$ cat config.mk
export PLATFORM = sky130hd
export DESIGN_NAME = uart_rx_fifo_flat
export DESIGN_NICKNAME = d
export VERILOG_FILES = /design/src/rtl/uart_pkg.sv /design/src/rtl/uart_rx_fifo_if.sv /design/src/rtl/uart_fifo_mem.sv /design/src/rtl/uart_rx_fifo.sv /design/src/flat_wrapper.sv
export SDC_FILE = /design/constraint.sdc
export NUM_CORES = 1
export LEC_CHECK = 0
export ABC_AREA = 1
export BUFFER_PORTS_ARGS = -buffer_cell sky130_fd_sc_hd__buf_2
export CORE_MARGIN = 2
export CORE_UTILIZATION = 50
export DETAILED_ROUTE_END_ITERATION = 8
export GPL_TIMING_DRIVEN = 0
export MAX_ROUTING_LAYER = met4
export PLACE_DENSITY_LB_ADDON = 0.3
export SYNTH_ARGS = -nofsm -noshare
export SYNTH_HDL_FRONTEND = slang
export SYNTH_SLANG_ARGS = --single-unit
$ cat constraint.sdc
create_clock -name clk -period 5.55 [get_ports clk]
set_clock_uncertainty 0.1 [all_clocks]
set_input_delay 0 -clock clk [delete_from_list [all_inputs] [get_ports clk]]
set_output_delay 0 -clock clk [all_outputs]
set_load 0.05 [all_outputs]
$ cat src/rtl/uart_pkg.sv
// Shared UART definitions: receiver data width, RX buffer depth and the byte type.
package uart_pkg;
    localparam int UART_DBIT        = 8;
    localparam int UART_FIFO_ADDR_W = 4;

    typedef logic [UART_DBIT-1:0] uart_byte_t;
endpackage

$ cat src/rtl/uart_rx_fifo_if.sv
// Host/receiver-facing signals of the UART RX buffer.
interface uart_rx_fifo_if
    import uart_pkg::*;
#(
    parameter int DBIT   = UART_DBIT,
    parameter int ADDR_W = UART_FIFO_ADDR_W
);
    logic              wr_tick;
    logic [DBIT-1:0]   wr_data;
    logic              rd;
    logic              ovr_clr;
    logic [DBIT-1:0]   rd_data;
    logic              empty;
    logic              full;
    logic [ADDR_W:0]   count;
    logic              overrun;

    modport master (
        output wr_tick, wr_data, rd, ovr_clr,
        input  rd_data, empty, full, count, overrun
    );

    modport slave (
        input  wr_tick, wr_data, rd, ovr_clr,
        output rd_data, empty, full, count, overrun
    );
endinterface

$ cat src/rtl/uart_fifo_mem.sv
// Register array: synchronous write, asynchronous read. Contents are not reset.
module uart_fifo_mem
    import uart_pkg::*;
#(
    parameter int DBIT   = UART_DBIT,
    parameter int ADDR_W = UART_FIFO_ADDR_W
) (
    input  logic              clk,
    input  logic              i_we,
    input  logic [ADDR_W-1:0] i_waddr,
    input  logic [DBIT-1:0]   i_wdata,
    input  logic [ADDR_W-1:0] i_raddr,
    output logic [DBIT-1:0]   o_rdata
);
    logic [DBIT-1:0] r_mem [2**ADDR_W];

    always_ff @(posedge clk) begin
        if (i_we) begin
            r_mem[i_waddr] <= i_wdata;
        end
    end

    assign o_rdata = r_mem[i_raddr];
endmodule

$ cat src/rtl/uart_rx_fifo.sv
// UART receive buffer: FWFT FIFO with occupancy status and sticky overrun flag.
module uart_rx_fifo
    import uart_pkg::*;
#(
    parameter int DBIT   = UART_DBIT,
    parameter int ADDR_W = UART_FIFO_ADDR_W
) (
    input  logic           clk,
    input  logic           reset_n,
    uart_rx_fifo_if.slave  bus
);
    localparam logic [ADDR_W:0] PTR_ONE = 1;

    logic [ADDR_W:0]   r_wr_ptr;
    logic [ADDR_W:0]   r_rd_ptr;
    logic              r_overrun;
    logic              w_empty;
    logic              w_full;
    logic              w_push;
    logic              w_pop;
    logic              w_drop;
    logic [DBIT-1:0]   w_rdata;

    // Extra pointer MSB distinguishes full from empty when the low bits match.
    assign w_empty = (r_wr_ptr == r_rd_ptr);
    assign w_full  = (r_wr_ptr[ADDR_W] != r_rd_ptr[ADDR_W]) &&
                     (r_wr_ptr[ADDR_W-1:0] == r_rd_ptr[ADDR_W-1:0]);

    // A pop in the same cycle frees the slot, so a push into a full buffer is legal then.
    assign w_push = bus.wr_tick && (!w_full || bus.rd);
    assign w_pop  = bus.rd && !w_empty;
    assign w_drop = bus.wr_tick && w_full && !bus.rd;

    always_ff @(posedge clk or negedge reset_n) begin
        if (!reset_n) begin
            r_wr_ptr  <= '0;
            r_rd_ptr  <= '0;
            r_overrun <= 1'b0;
        end else begin
            if (w_push) begin
                r_wr_ptr <= r_wr_ptr + PTR_ONE;
            end
            if (w_pop) begin
                r_rd_ptr <= r_rd_ptr + PTR_ONE;
            end
            if (w_drop) begin
                r_overrun <= 1'b1;
            end else if (bus.ovr_clr) begin
                r_overrun <= 1'b0;
            end
        end
    end

    uart_fifo_mem #(
        .DBIT   (DBIT),
        .ADDR_W (ADDR_W)
    ) u_mem (
        .clk     (clk),
        .i_we    (w_push),
        .i_waddr (r_wr_ptr[ADDR_W-1:0]),
        .i_wdata (bus.wr_data),
        .i_raddr (r_rd_ptr[ADDR_W-1:0]),
        .o_rdata (w_rdata)
    );

    assign bus.rd_data = w_empty ? '0 : w_rdata;
    assign bus.empty   = w_empty;
    assign bus.full    = w_full;
    assign bus.count   = r_wr_ptr - r_rd_ptr;
    assign bus.overrun = r_overrun;
endmodule

$ cat src/flat_wrapper.sv
// flat-port wrapper written by rule: the top's interface ports become plain ports
module uart_rx_fifo_flat import uart_pkg::*;
#(
    parameter int DBIT   = UART_DBIT,
    parameter int ADDR_W = UART_FIFO_ADDR_W
)
  (clk, reset_n, bus_wr_tick, bus_wr_data, bus_rd, bus_ovr_clr, bus_rd_data, bus_empty, bus_full, bus_count, bus_overrun);
  uart_rx_fifo_if #(.DBIT(DBIT), .ADDR_W(ADDR_W)) bus_i ();
  input  logic clk;
  input  logic reset_n;
  input wire logic [$bits(bus_i.wr_tick)-1:0] bus_wr_tick;
  input wire logic [$bits(bus_i.wr_data)-1:0] bus_wr_data;
  input wire logic [$bits(bus_i.rd)-1:0] bus_rd;
  input wire logic [$bits(bus_i.ovr_clr)-1:0] bus_ovr_clr;
  output wire logic [$bits(bus_i.rd_data)-1:0] bus_rd_data;
  output wire logic [$bits(bus_i.empty)-1:0] bus_empty;
  output wire logic [$bits(bus_i.full)-1:0] bus_full;
  output wire logic [$bits(bus_i.count)-1:0] bus_count;
  output wire logic [$bits(bus_i.overrun)-1:0] bus_overrun;
  assign bus_i.wr_tick = bus_wr_tick;
  assign bus_i.wr_data = bus_wr_data;
  assign bus_i.rd = bus_rd;
  assign bus_i.ovr_clr = bus_ovr_clr;
  assign bus_rd_data = bus_i.rd_data;
  assign bus_empty = bus_i.empty;
  assign bus_full = bus_i.full;
  assign bus_count = bus_i.count;
  assign bus_overrun = bus_i.overrun;
  uart_rx_fifo #(.DBIT(DBIT), .ADDR_W(ADDR_W)) u_core (.clk(clk), .reset_n(reset_n), .bus(bus_i));
endmodule
# Word level (Yosys, flattened, before mapping)
# Memory sizes are Yosys's and may differ from the RTL's.
# Index checks and enable logic that the tools add are counted.
# word_totals
ram_bits	128
memories	1
reg_bits	11
output_inout_bits	16
# classes
n_eq_ne	3
n_mux	5
n_reduce_logical	10
add_sub_neg	3
# memory_table
memory	depth	width	read_ports	rd_ports_with_merged_regs	write_ports	line	text
u_core.u_mem.r_mem	16	8	1	0	1	uart_fifo_mem.sv:15	logic [DBIT-1:0] r_mem [2**ADDR_W];
# ops
operator	count
$add A5 B1 Y5 const B	2
$mux W8	1
$eq A5 B5 Y1	1
$logic_and A1 B1 Y1	5
$sub A5 B5 Y5	1
$eq A4 B4 Y1	1
$mux W1	4
$logic_not A1 Y1	3
$reduce_bool A2 Y1	1
$logic_or A1 B1 Y1	1
$ne A1 B1 Y1	1

# Longest topological paths before layout
# Gate-level depths: netlist of the first run.
# logic_depth
word_depth	7
depth_mapped	13
mapped_depth_nobuf	11

# Modules after synthesis
# A second synthesis of the first run with hierarchy kept.
# unflattened
cells_unflattened	662
hier_area_um2	6462.4
# by_module_without_submodules
mod	area_per_inst_um2	seq_area_each_um2	n_inst	cells_each
uart_fifo_mem	5606.6	3843.7	1	543
uart_rx_fifo	855.8	275.3	1	119

# Least setup slack after synthesis of the first run
# Ideal clock, no wire load.
# synth_timing
kind	reg-to-output
from	reg u_core.r_rd_ptr[1]
to	out bus_rd_data[0]
path_slack_ps	2769
path_buffers	2
required_ps	5450
path_stages_with_launch	10
arrival_ps	2681
cell_sequence	dfrtp_1 -> buf_2 -> inv_2 -> buf_2 -> ha_1 -> nand2_1 -> nor2_2 -> nand2_1 -> clkinv_1 -> a21oi_1
# synth_between
elab_chain_cells	2
elab_cells_between_ends	3
cone_classes	1 x eq/ne; 1 x mux; 1 x memory
# synth_rtl
element	line	text
from (decl)	uart_rx_fifo.sv:15	logic [ADDR_W:0] r_rd_ptr;
from (signal assigned)	uart_rx_fifo.sv:44	r_rd_ptr <= r_rd_ptr + PTR_ONE;
$eq A5 B5 Y1	uart_rx_fifo.sv:25	assign w_empty = (r_wr_ptr == r_rd_ptr);
named net bus_empty	flat_wrapper.sv:16	output wire logic [$bits(bus_i.empty)-1:0] bus_empty;
$mux W8	uart_rx_fifo.sv:66	assign bus.rd_data = w_empty ? '0 : w_rdata;
to (decl)	flat_wrapper.sv:15	output wire logic [$bits(bus_i.rd_data)-1:0] bus_rd_data;
# The timed path passes the listed nets, and every way through them passes these cells.

# Worst setup path after layout of the first run
# layout_timing
from	reg u_core.r_rd_ptr[1]
to	mem u_core.u_mem.r_mem[6][5] in the netlist's numbering (enable)
# layout_between
elab_chain_cells	7
# layout_rtl
element	line	text
$eq A4 B4 Y1	uart_rx_fifo.sv:27	(r_wr_ptr[ADDR_W-1:0] == r_rd_ptr[ADDR_W-1:0]);
$logic_and A1 B1 Y1	uart_rx_fifo.sv:26	assign w_full = (r_wr_ptr[ADDR_W] != r_rd_ptr[ADDR_W]) &&
$logic_not A1 Y1	uart_rx_fifo.sv:30	assign w_push = bus.wr_tick && (!w_full || bus.rd);
$logic_or A1 B1 Y1	uart_rx_fifo.sv:30	
$logic_and A1 B1 Y1	uart_rx_fifo.sv:30	
$mux W1	uart_fifo_mem.sv:18	if (i_we) begin
$mux W1 (not written as such)	uart_fifo_mem.sv:19	r_mem[i_waddr] <= i_wdata;
to (decl)	uart_fifo_mem.sv:15	
# No other way between the ends.

==> results of run 1 <==
==> area by class of cell <==
cell class / instances / area (um2)
Tap cell: 172 / 215
Fill cell: 1086 / 5020
Multi-Input combinational cell: 368 / 1690
Clock inverter: 11 / 190
Buffer: 23 / 143
Sequential cell: 139 / 4120
Clock buffer: 21 / 460
Timing Repair Buffer: 42 / 280
Inverter: 105 / 397
==> registers in the layout (all words and copies together), names as in the netlist <==
signal              count
u_core.bus.overrun      1
u_core.u_mem.r_mem    128
u_core.r_wr_ptr         5
u_core.r_rd_ptr         5
==> critical path: stages, from the launching register on <==
cell and delay [ns]:
dfrtp_1 0.37, buf_2 0.17, inv_2 0.14, buf_2 0.29, ha_1 0.30, nand2_1 0.09, nor2_2 0.05, inv_1 0.08
nor2_4 0.05, nand2_2 0.08, nand2_4 0.08, inv_4 0.11, nand2_2 0.11, nor2_1 0.66
==> cell families after synthesis <==
family          count (synthesis)  synth area share
xor+xnor                       11            0.0164
simple gates                  331             0.215
buf+inv                       128            0.0850
flops                         139             0.649
fa+ha+maj                      10            0.0209
compound gates                 16            0.0138
==> through the flow <==
step                utilization  setup WS, ns  instances  cell area [um2]
global placement          0.535          2.56        835             6700
detailed placement        0.535          2.49        835             6700
CTS                       0.599          2.48        881             7490
global route              0.599          2.33        881             7490
finish                    0.599          2.47        881             7490
floorplan                     -          2.77        635             6350
==> power groups by stage <==
stage	combinational, W	sequential [W]	clock, W
6_report	0.00202	0.00133	0.00123
5_1_grt	0.00220	0.00134	0.00130
4_1_cts	0.00201	0.00133	0.00125
3_5_place_dp	0.00200	0.00135	0
3_3_place_gp	0.00195	0.00135	0
2_1_floorplan	0.00150	0.00134	0
==> synth_stat cells <==
cell / count
o21ai_2: 2
nor2_2: 1
xnor2_1: 2
nand3_1: 71
xor2_1: 8
inv_4: 1
xnor2_2: 1
buf_6: 2
nand2_2: 5
o21ai_0: 3
clkinv_1: 2
a21oi_1: 11
nand2_1: 232
nor2_1: 19
buf_1: 1
edfxtp_1: 128
buf_4: 8
nand4_1: 1
clkbuf_1: 3
ha_1: 9
buf_2: 9
inv_1: 98
nand2_4: 1
inv_2: 4
fa_1: 1
nor2_4: 1
dfrtp_1: 11
==> final timing paths <==
kind	start	end	slack, ns	cells after the start
setup / recovery	u_core.r_rd_ptr[1]	u_core.u_mem.r_mem[6][5]	2.47	13
min in group asynchronous	reset_n	u_core.r_rd_ptr[4]	0.53	3
hold / removal	bus_rd	u_core.r_rd_ptr[2]	0.37	4
setup reg to reg	u_core.r_rd_ptr[1]	u_core.u_mem.r_mem[6][5]	2.47	13
max in group asynchronous	reset_n	u_core.r_wr_ptr[0]	4.45	3
hold reg to reg	u_core.r_rd_ptr[3]	u_core.r_rd_ptr[3]	0.43	1
==> placed cells by master (no fill, tap or decap) <==
master / instances
clkinv_4: 1
nand2_2: 5
inv_1: 98
edfxtp_1: 128
fa_1: 1
buf_1: 1
nor2_2: 1
buf_4: 8
inv_2: 4
xnor2_1: 2
clkinvlp_4: 1
clkbuf_16: 17
buf_6: 2
nor2_1: 19
nand2_1: 232
bufinv_16: 5
nand3_1: 71
xnor2_2: 1
xor2_1: 8
dlygate4sd3_1: 14
clkbuf_1: 5
a21oi_1: 11
nor2_4: 1
inv_6: 1
ha_1: 9
clkinv_1: 2
clkbuf_8: 2
dfrtp_1: 11
nand4_1: 1
o21ai_2: 2
clkinv_2: 3
nand2_4: 1
o21ai_0: 3
buf_2: 37
inv_4: 1
==> per-layer routing <==
metal,GRT usage,part of all wire,up-vias
met1,0.288,0.43,2119
met2,0.385,0.49,159
met5,-,0,-
met4,0.0847,0.019,0
li1,-,-,2146
met3,0.0457,0.056,24
==> impl.org, run 1 <==
** Worst setup path
- Endpoint arrival time on the critical path :: 3.02 ns
- Worst Path Max Fanout :: 11
- The worst setup path is launched from a register.
- Setup Crit Path Kind :: reg -> reg
- The worst setup path is captured at a register.
- For the worst setup path, the data required time is 5.50 ns.

** Yosys
- Of the synthesized area, sequential elements account for 0.649.
- Proportion of netlist area held by the largest area contributor :: 0.606
- Leading post-synthesis cells by cell area :: edfxtp_1 61%, nand2_1 14%, inv_1 5.8%, nand3_1 5.6%, dfrtp_1 4.3%
- Averaged over all synthesized cells, the footprint is 9.99 um2.
- The cell area that synthesis handed to floorplanning was 0.00635 mm2.
- The number of nets in the synthesized netlist is 658.
- Count of warnings emitted by yosys :: 0
- Number of cells produced by synthesis :: 635
- edfxtp_1 takes more of the synthesized area than any other cell.
- The netlist uses 27 different library cells.
- Register bit total from synthesis :: 139

** Floorplan
- The floorplan step defined a die boundary enclosing approximately 0.014 mm2.
- The region available for standard cell placement spans 0.0125 mm2.
- Die X :: 117 um
- For this design the top-level I/O count stands at 29.
- From bottom edge to top edge, the die measures between 100 and 150 um.
- For this configuration, the core starts out at a cell density of 0.507.
- Row generation in the floorplan step produced 41 rows.

** STA
- Setup violations remaining at the end of the flow were counted as 0.
- Setup repair after global routing missed its margin :: false
- Dividing the final minimum period by the clock period gives 0.554.
- For the final routed database, the setup TNS stands at 0 ns.
- The final count of pins violating max slew is 0.
- The count of endpoints failing hold in the final timing report was 0.
- Tightest Pin Transition :: 0.846 ns
- Maximum achievable frequency :: 325 MHz
- Headroom to the max-slew limit came out at 0.434.
- Hold timing on the final database bottoms out at a slack of 0.374 ns.
- Minimum period implied by the final worst setup slack :: 3.08 ns

** Power
- The internal power of the cells totals 0.00264 W.
- Sequential share of power :: 0.291
- Switch share :: 0.425
- Of the total power, combinational logic draws 0.440.
- The analysis attributes to cell leakage a power of approximately 3.3 nW.
- Switching power of the nets :: 0.00195 W
- Worst voltage drop across the vdd grid :: 0.240 mV
- Summing internal, switching and leakage power gives 0.00459 W.
- Clock power share :: 0.269
- Power density over cell area :: 612 mW/mm2

** Clock tree
- TritonCTS built the clock tree.
- TritonCTS Sinks :: 139
- Number of instances resized during post-cts repair :: 0
- CTS H-tree depth :: 4
- After clock tree synthesis, the clock-pin slew on the worst setup and hold paths is 0.06 ns.
- Root Driver :: clkbuf_16
- Clock insertion delay at the later pin of the skew report :: roughly 0.42 ns
- Clock buffers created by TritonCTS :: 17
- CTS Hold Buffers Added :: 14
- Number of buffers inserted to repair setup after CTS :: 0
- Number of buffers on the longest clock path :: 2

** Drt
- For this run, design rule violations remaining after detail routing come to 0.
- Summed over all layers, the routed wires come to 14200 um.
- The first TritonRoute pass finished after 5 iterations.
- Average wire per standard cell :: 16.1 um
- Antenna viol nets, final :: 0
- Using the TritonRoute via totals, the vias-per-cell ratio works out to approximately 5.0.
- Vias after detailed routing :: 4448
- For this block, the initial DRC count from the detailed router was 346.

** Global route
- Largest net degree at the start of global routing :: 17
- The initial antenna violation count was 0.
- Vias in the first global route :: 4282
- Wire length of the first global-routing pass :: 21900 um
- Global routing finished with a remaining overflow of 0.
- In the global route stage, overall resource usage came out at 0.233.

** Finish
- Area Growth Syn to Fin :: 18.1%
- Final antenna diode count :: 0
- The net count of the finished layout is 719.
- Of the cells placed in the final design, the portion with a size suffix greater than 1 is 0.131.

** Placement
- RePlAce Congestion :: 0.879
- Detailed Place HPWL :: around 9200 um
- Number of input and output port buffers inserted :: 28

** Run
- Across the run, the number of max-cap violations was 0.

** Status
- Status :: finished, final reports clean

** Hold path
- Type of the tightest min-delay check :: in -> reg
Note: power is estimated with default switching activity, not from simulation.
==> run 2, diff against run 1 <==
- clock period: 5.55 -> 2.99 ns (I/O delays scaled with it)
==> run 2 against run 1 <==
Net effect:
- critical path depth is the same
- sequential share of layout area shrank 0.27 points
- highest routed layer unchanged
- power grew 87%
==> impl.org, run 2 (synthesis gave the netlist of run 1 again) <==
** Status
- Status :: finished, final reports clean

** Clock tree
- Buffers inserted during clock tree synthesis total 17.
- Root Driver :: clkbuf_16
- Worst-path clk slew :: around 0.06 ns
- Number of buffers on the longest clock path :: 2
- CTS tree :: built
- Clock latency on the worst-skew pair, taken at its later pin, is 0.42 ns.
- CTS H-tree depth :: 4
- The clock drives 139 sinks.
- Buffers added to address setup during post-CTS repair amount to 0.

** STA
- Crit share post-route :: 0.980
- Derived from the worst setup path, the maximum achievable clock frequency is 341 MHz.
- After layout, the minimum clock period comes to 2.93 ns.
- Tightest Pin Transition :: roughly 0.72 ns
- Worst hold slack :: 0.371 ns
- Setup violators final :: 0
- Final Max Slew Viols :: 0
- Total count of hold-check failures in the final report :: 0
- Setup repair after global routing could not meet its margin everywhere.
- In the final timing run, aggregate negative setup slack is 0 ns.
- Worst slew margin relative to its limit :: 0.519

** Global route
- In the global route stage, overall resource usage came out at 0.234.
- The number of global-route vias before repair came to 4277.
- Residual overflow from global routing :: 0
- Wire length of the first global-routing pass :: ~22000 um
- The initial antenna violation count came to 0.
- Largest net degree at the start of global routing :: 17

** Worst setup path
- The largest individual stage delay along the critical path comes from the cell nor2_1.
- Data on the critical path arrives at its endpoint at 2.88 ns.
- The worst setup path is captured at a register.
- Most Frequent Cell on Critical Path :: nand2_2
- The critical path goes through buf_2 > inv_2 > clkbuf_4 > ha_1 > nand2_1 > nor2_2 > inv_1 > nor2_4 > nand2_2 > nand2_4 > inv_4 > nand2_2 > nor2_1.
- Data required time at the worst endpoint :: 2.94 ns
- Setup Crit Path Kind :: reg -> reg
- Worst stage delay on the critical path :: 0.58 ns
- In this run the worst path has a maximum fanout of 11.
- The worst setup path is launched from a register.

** Drt
- Total routed wire length on the met1 layer :: 6150 um
- In the final routed layout, each cell accounts on average for approximately 16 um.
- Drt pass-1 iters :: 5
- The routed design uses roughly 770 um of met3 wire.
- Total Wirelength :: between 10000 and 15000 um
- In this run, the number of DRC markers left after iteration 0 of detailed routing was 372.
- For this run, design rule violations remaining after detail routing come to 0.
- The routed design uses 7050 um of met2 wire.
- In this run the remaining antenna-violating nets after routing total 0.
- Vias after detailed routing :: 4460
- After detailed routing, the number of vias per cell comes to 5.06.
- Top layer in use :: met4

** Finish
- Final antenna diode count :: 0
- Once layout is complete, the utilization of the core stands at 0.602.
- Counting the fill cells in the layout gives 1077.
- Most common library cell in the layout ignoring fill and taps :: nand2_1
- The register with the most flip-flops in the layout has around 130 of them.
- From synthesis to final layout, the design area changed by 18.7%.
- Final net count :: approximately 700
- The finished cells cover 0.00753 mm2.
- The largest registers in the layout are u_core.u_mem.r_mem x128, u_core.r_rd_ptr x5, u_core.r_wr_ptr x5.
- The register with the most flip-flops in the final layout is u_core.u_mem.r_mem.
- The library cells used most frequently in the layout, excluding fill and tap cells, are 232 x nand2_1, 128 x edfxtp_1, 98 x inv_1.
- In the final layout, the share of cells above drive strength 1 is 0.150.

** Power
- VDD sags by at most 0.445 mV.
- Summed over all cells, the static leakage comes to 3.32 nW.
- For this design the ratio of total power to cell area is between 1000 and 1500 mW/mm2.

** Placement
- Detailed Place HPWL :: 9250 um
- Summing all placed instances gives a cell area of 0.00670 mm2.
- Port buffering added 28 buffers.
- The congestion estimate from routability-driven global placement came to 0.879.

** Hold path
- Type of the tightest min-delay check :: in -> reg

** Floorplan
- For this configuration, the core starts out at a cell density of 0.507.
- The die covers between 0.01 and 0.015 mm2.
- The die is 117 um wide.
- During I/O placement, the number of pins put on the boundary was 29.
- Number of core rows :: 41
- Die Span Y :: 117 um
- The region available for standard cell placement spans 0.0125 mm2.

** Run
- Maxcap violations :: 0
## run 2: changes by cell type in the layout (fill, tap and decap cells not counted), sizes merged
| cell | delta |
|---|---|
| clkbuf | +2 |
| buf | -2 |
## run 2: layer usage
metal / GRT usage / up-vias
li1: - / 2142
met1: 0.290 / 2152
met4: 0.0808 / 0
met5: - / -
met3: 0.0457 / 21
met2: 0.386 / 145
## run 2: cell type report
cell class / instances / area [um2] / share of cell area
Clock inverter: 11 / 190 / 0.0253
Buffer: 23 / 145 / 0.0193
Multi-Input combinational cell: 368 / 1720 / 0.228
Timing Repair Buffer: 42 / 283 / 0.0376
Sequential cell: 139 / 4120 / 0.547
Tap cell: 172 / 215 / 0.0286
Clock buffer: 21 / 460 / 0.0611
Inverter: 105 / 397 / 0.0527
## run 2: critical path: cells and delay by family (launching register included)
kind	cells	cell delay, ns
simple gates	7	1.06
buf+inv	5	0.75
flops	1	0.37
fa+ha+maj	1	0.27
## run 2: power by group
group / switching (W) / total [W] / internal, W
Clock: 0.000770 / 0.00229 / 0.00152
Sequential: 0.000115 / 0.00248 / 0.00236
Combinational: 0.00276 / 0.00379 / 0.00102
Total: 0.00365 / 0.00855 / 0.00491
## run 2: worst paths after layout
check,from,end,slack (ns),cells past startpoint
setup / recovery,u_core.r_rd_ptr[1],u_core.u_mem.r_mem[12][6],0.06,13
hold / removal,bus_rd,u_core.r_rd_ptr[2],0.37,4
setup reg to reg,u_core.r_rd_ptr[1],u_core.u_mem.r_mem[12][6],0.06,13
hold reg to reg,u_core.r_rd_ptr[3],u_core.r_rd_ptr[3],0.43,1
max in group asynchronous,reset_n,u_core.r_wr_ptr[0],1.88,3
min in group asynchronous,reset_n,u_core.r_rd_ptr[4],0.54,3
## run 2: timing repair
action                                  4_1_cts  5_1_grt
gates cloned                                  0        0
endpoints found under the setup margin       56       68
gates resized for setup                       7        8
hold endpoints to repair                    150        0
hold buffers                                 14        0
## run 2: metrics by stage
stage / setup slack [ns] / total power (W) / cells
floorplan: 0.209 / 0.00527 / 635
global route: -0.0834 / 0.00902 / 881
detailed placement: -0.0701 / 0.00622 / 835
global placement: 0.00364 / 0.00613 / 835
CTS: 0.00534 / 0.00855 / 881
finish: 0.0598 / 0.00855 / 881
==> run 3, diff against run 2 <==
- GPL_TIMING_DRIVEN: 0 -> unset
- SYNTH_HIERARCHICAL: unset -> 1
==> run 3 against run 2 <==
Net effect:
- clock-buffer cell count down 2
- final cell count up 1.0%
- design area down 1.9%
- critical path depth down 5
- combinational power down 6.1%
- sequential power about the same
- power down 7.2%
- clock power down 16%
- die area up 1.8%
- utilization down 1.6 points
- non-clock buffer count down 15
- largest power group unchanged
==> impl.org, run 3 <==
** Yosys
- Post-synth ARST share :: 0.0791
- Each instance of the synthesized netlist takes up on average 9.76 um2.
- Number of enable-type register cells in the synthesized netlist :: around 130
- The cell area that synthesis handed to floorplanning was between 0.006 and 0.007 mm2.
- Register area share after synthesis :: 0.637
- Counting every net in the synthesized netlist gives about 700.
- Synthesis produced 662 cells.
- Top flip-flop cell by instance count after synthesis :: edfxtp_1
- Library cells used by synthesis :: 23
- Register bit total from synthesis :: 139
- Most instantiated library cell after synthesis :: nand2_1
- By area the synthesized netlist is led by edfxtp_1 59%, nand2_1 12%, nand3_1 8.7%, inv_1 7.1%, dfrtp_1 4.3%.
- Commonest cells in the netlist :: 207 x nand2_1, 128 x edfxtp_1, 122 x inv_1, 112 x nand3_1, 25 x nor2_1
- Proportion of netlist area held by the largest area contributor :: 0.595
- For this run, the number of Yosys warnings is 6.
- The biggest area contributor in the post-synthesis netlist is edfxtp_1.

** Finish
- Final antenna diode count :: 0
- The final layout contains approximately 730 nets.
- The library cell used most frequently in the layout, excluding fill and tap cells, is nand2_1.
- Total area of multi-input combinational cells :: 0.00170 mm2
- Largest registers ranked by flip-flop count :: u_core/u_mem/r_mem x128, u_core/r_rd_ptr x5, u_core/r_wr_ptr x5
- Area Growth Syn to Fin :: 14.3%
- Utilization after layout :: 0.585
- Area of all sequential standard cells :: 0.00412 mm2
- The count of cells in the finished layout, fillers not included, comes to 890.
- Flip-flop count of the largest register, all copies and words added :: 128
- In the layout the commonest cells are 207 x nand2_1, 128 x edfxtp_1, 122 x inv_1.
- Counting the fill cells in the layout gives around 1100.
- Fraction of layout instances using a drive strength above 1 :: 0.0975
- Register with the most flip-flops :: u_core/u_mem/r_mem

** Drt
- Once detail routing completed, the nets flagged for antenna violations numbered 0.
- Dividing the detail-routed wire length by the instance count gives 16.4 um.
- Wires add up to ~15000 um.
- In the routed design, unresolved DRC markers number 0.
- Drt pass-1 iters :: 5
- Vias after detailed routing :: approximately 4600
- Using the TritonRoute via totals, the vias-per-cell ratio works out to 5.18.
- Violation count after the first detailed-routing iteration :: roughly 370

** Power
- Worst voltage drop across the vdd grid :: 1.66 mV
- Sequential share of power :: 0.309
- Internal power comes to 0.00444 W.
- Switch share :: 0.441
- Switching power of the nets :: 0.00350 W
- For this design the static power due to leakage is ~3.3 nW.
- The share of total power dissipated in combinational logic is 0.449.
- Power density over cell area :: 1070 mW/mm2
- Clock power share :: 0.242

** Clock tree
- TritonCTS Sinks :: 139
- Clock buffers created by TritonCTS :: 17
- CTS tree :: built
- Number of buffers on the longest clock path :: 2
- The clock tree synthesis step divided the H-tree into 4 levels.
- Root Driver :: clkbuf_16
- The later pin in the worst-skew pair is clocked with a latency of 0.42 ns.
- After clock tree synthesis, the clock-pin slew on the worst setup and hold paths is about 0.05 ns.

** Placement
- Counting tap cells, the placed design contains a total of 845 instances.
- Number of input and output port buffers inserted :: 28
- Pre-CTS setup slack :: 0.312 ns
- Routability-driven placement finished with a final weighted congestion of 0.880.
- The HPWL after detailed placement is 9400 um.

** Worst setup path
- Endpoint arrival time on the critical path :: 2.65 ns
- Data required time at the worst endpoint :: around 2.9 ns
- Worst Path Max Fanout :: 11
- Type of origin of the critical path :: register
- The worst setup path is of the reg -> reg kind.
- Internal reg-to-reg setup slack :: 0.29 ns
- Kind of end point of the critical path :: register

** STA
- Worst slew margin relative to its limit :: 0.521
- Tightest Pin Transition :: between 0.7 and 0.8 ns
- Of the available clock period, the critical path in the final layout requires 0.903.
- Setup repair after global routing missed its margin :: false
- On the final layout, the worst hold slack is 0.370 ns.
- In the post-route analysis, the smallest setup slack over all paths is 0.291 ns.
- Minimum period implied by the final worst setup slack :: 2.70 ns
- The count of endpoints failing hold in the final timing report was 0.
- Static timing analysis puts the maximum clock frequency at 371 MHz.
- Final Max Slew Viols :: 0
- Setup violators final :: 0
- In the final timing run, aggregate negative setup slack is 0 ns.

** Global route
- Wire length of the first global-routing pass :: about 23000 um
- Vias in the first global route :: 4337
- The initial antenna violation count is 0.
- Summed over all layers, the global routing overflow is 0.
- Across every metal layer, demand over resource in global routing totals 0.228.
- Entering global routing, the biggest net connects 70 pins.

** Floorplan
- For this design the top-level I/O count stands at 29.
- From left edge to right edge, the die measures 118 um.
- Die Span Y :: ~120 um
- Number of core rows :: 41
- For this configuration, the core starts out at a cell density of 0.512.
- The total area inside the core boundary comes to 0.0126 mm2.
- The die covers 0.0138 mm2.

** Hold path
- Type of the tightest min-delay check :: in -> reg

** Run
- The tool flagged a number of max-cap violations equal to 0.

** Status
- Status :: finished, final reports clean
run 3: timing repair:
item	4_1_cts	5_1_grt
endpoints found under the hold margin	150	0
hold buffers	14	0
buffers inserted	0	0
endpoints found under the setup margin	0	0
gates resized for setup	0	0
run 3: final timing paths:
check,startpoint,depth (start not counted),endpoint
min,bus_wr_tick,4,u_core/r_wr_ptr[3]
min reg2reg,u_core/r_wr_ptr[4],2,u_core/r_wr_ptr[4]
max reg2reg,u_core/r_wr_ptr[2],8,u_core/u_mem/r_mem[7][2]
max in group asynchronous,reset_n,3,u_core/r_rd_ptr[0]
max,u_core/r_wr_ptr[2],8,u_core/u_mem/r_mem[7][2]
min in group asynchronous,reset_n,3,u_core/bus.overrun
run 3: stage by stage:
| step | area (um2) | total power [W] |
|---|---|---|
| 6_report | 7390 | 0.00794 |
| 5_1_grt | 7390 | 0.00838 |
| 4_1_cts | 7390 | 0.00795 |
| 3_5_place_dp | 6710 | 0.00601 |
| 3_3_place_gp | 6710 | 0.00596 |
| 2_1_floorplan | 6460 | 0.00526 |
run 3: kinds of logic after synthesis:
logic type | count (synthesis) | synth area share
AOI/OAI and AO/OA | 3 | 0.00252
xor gates and xnor gates | 5 | 0.00678
adders and majority gates | 7 | 0.0147
buffers and inverters | 150 | 0.0991
DFF | 139 | 0.637
and+or+nand+nor | 358 | 0.239
run 3: per-layer routing:
metal	GRT usage	routed length, um
met5	-	0
met1	0.283	6210
met4	0.106	333
met3	0.0552	947
met2	0.356	7140
run 3: cell type report:
cell class              instances  area share
flip-flops and latches        139       0.558
well taps                     172      0.0291
multi-input cells             373       0.231
repair buffers                 50      0.0461
inverters                     125      0.0635
clock buffers                  19      0.0586
clock inverters                12      0.0144
run 3: critical path, cell delays in order, from the launching register on:
cell	delay (ns)
dfrtp_1	0.49
ha_1	0.42
nand2_2	0.11
nor2_4	0.06
nand3_4	0.13
nand2_4	0.08
inv_1	0.12
nand3b_1	0.21
nor2_1	0.60
run 3: power by group through the flow:
stage,Clock (W),Combinational (W),Sequential [W]
after global placement,0,0.00348,0.00248
after floorplan,0,0.00279,0.00248
final,0.00192,0.00356,0.00246
after global routing,0.00201,0.00388,0.00248
after detailed placement,0,0.00352,0.00249
after CTS,0.00194,0.00355,0.00245
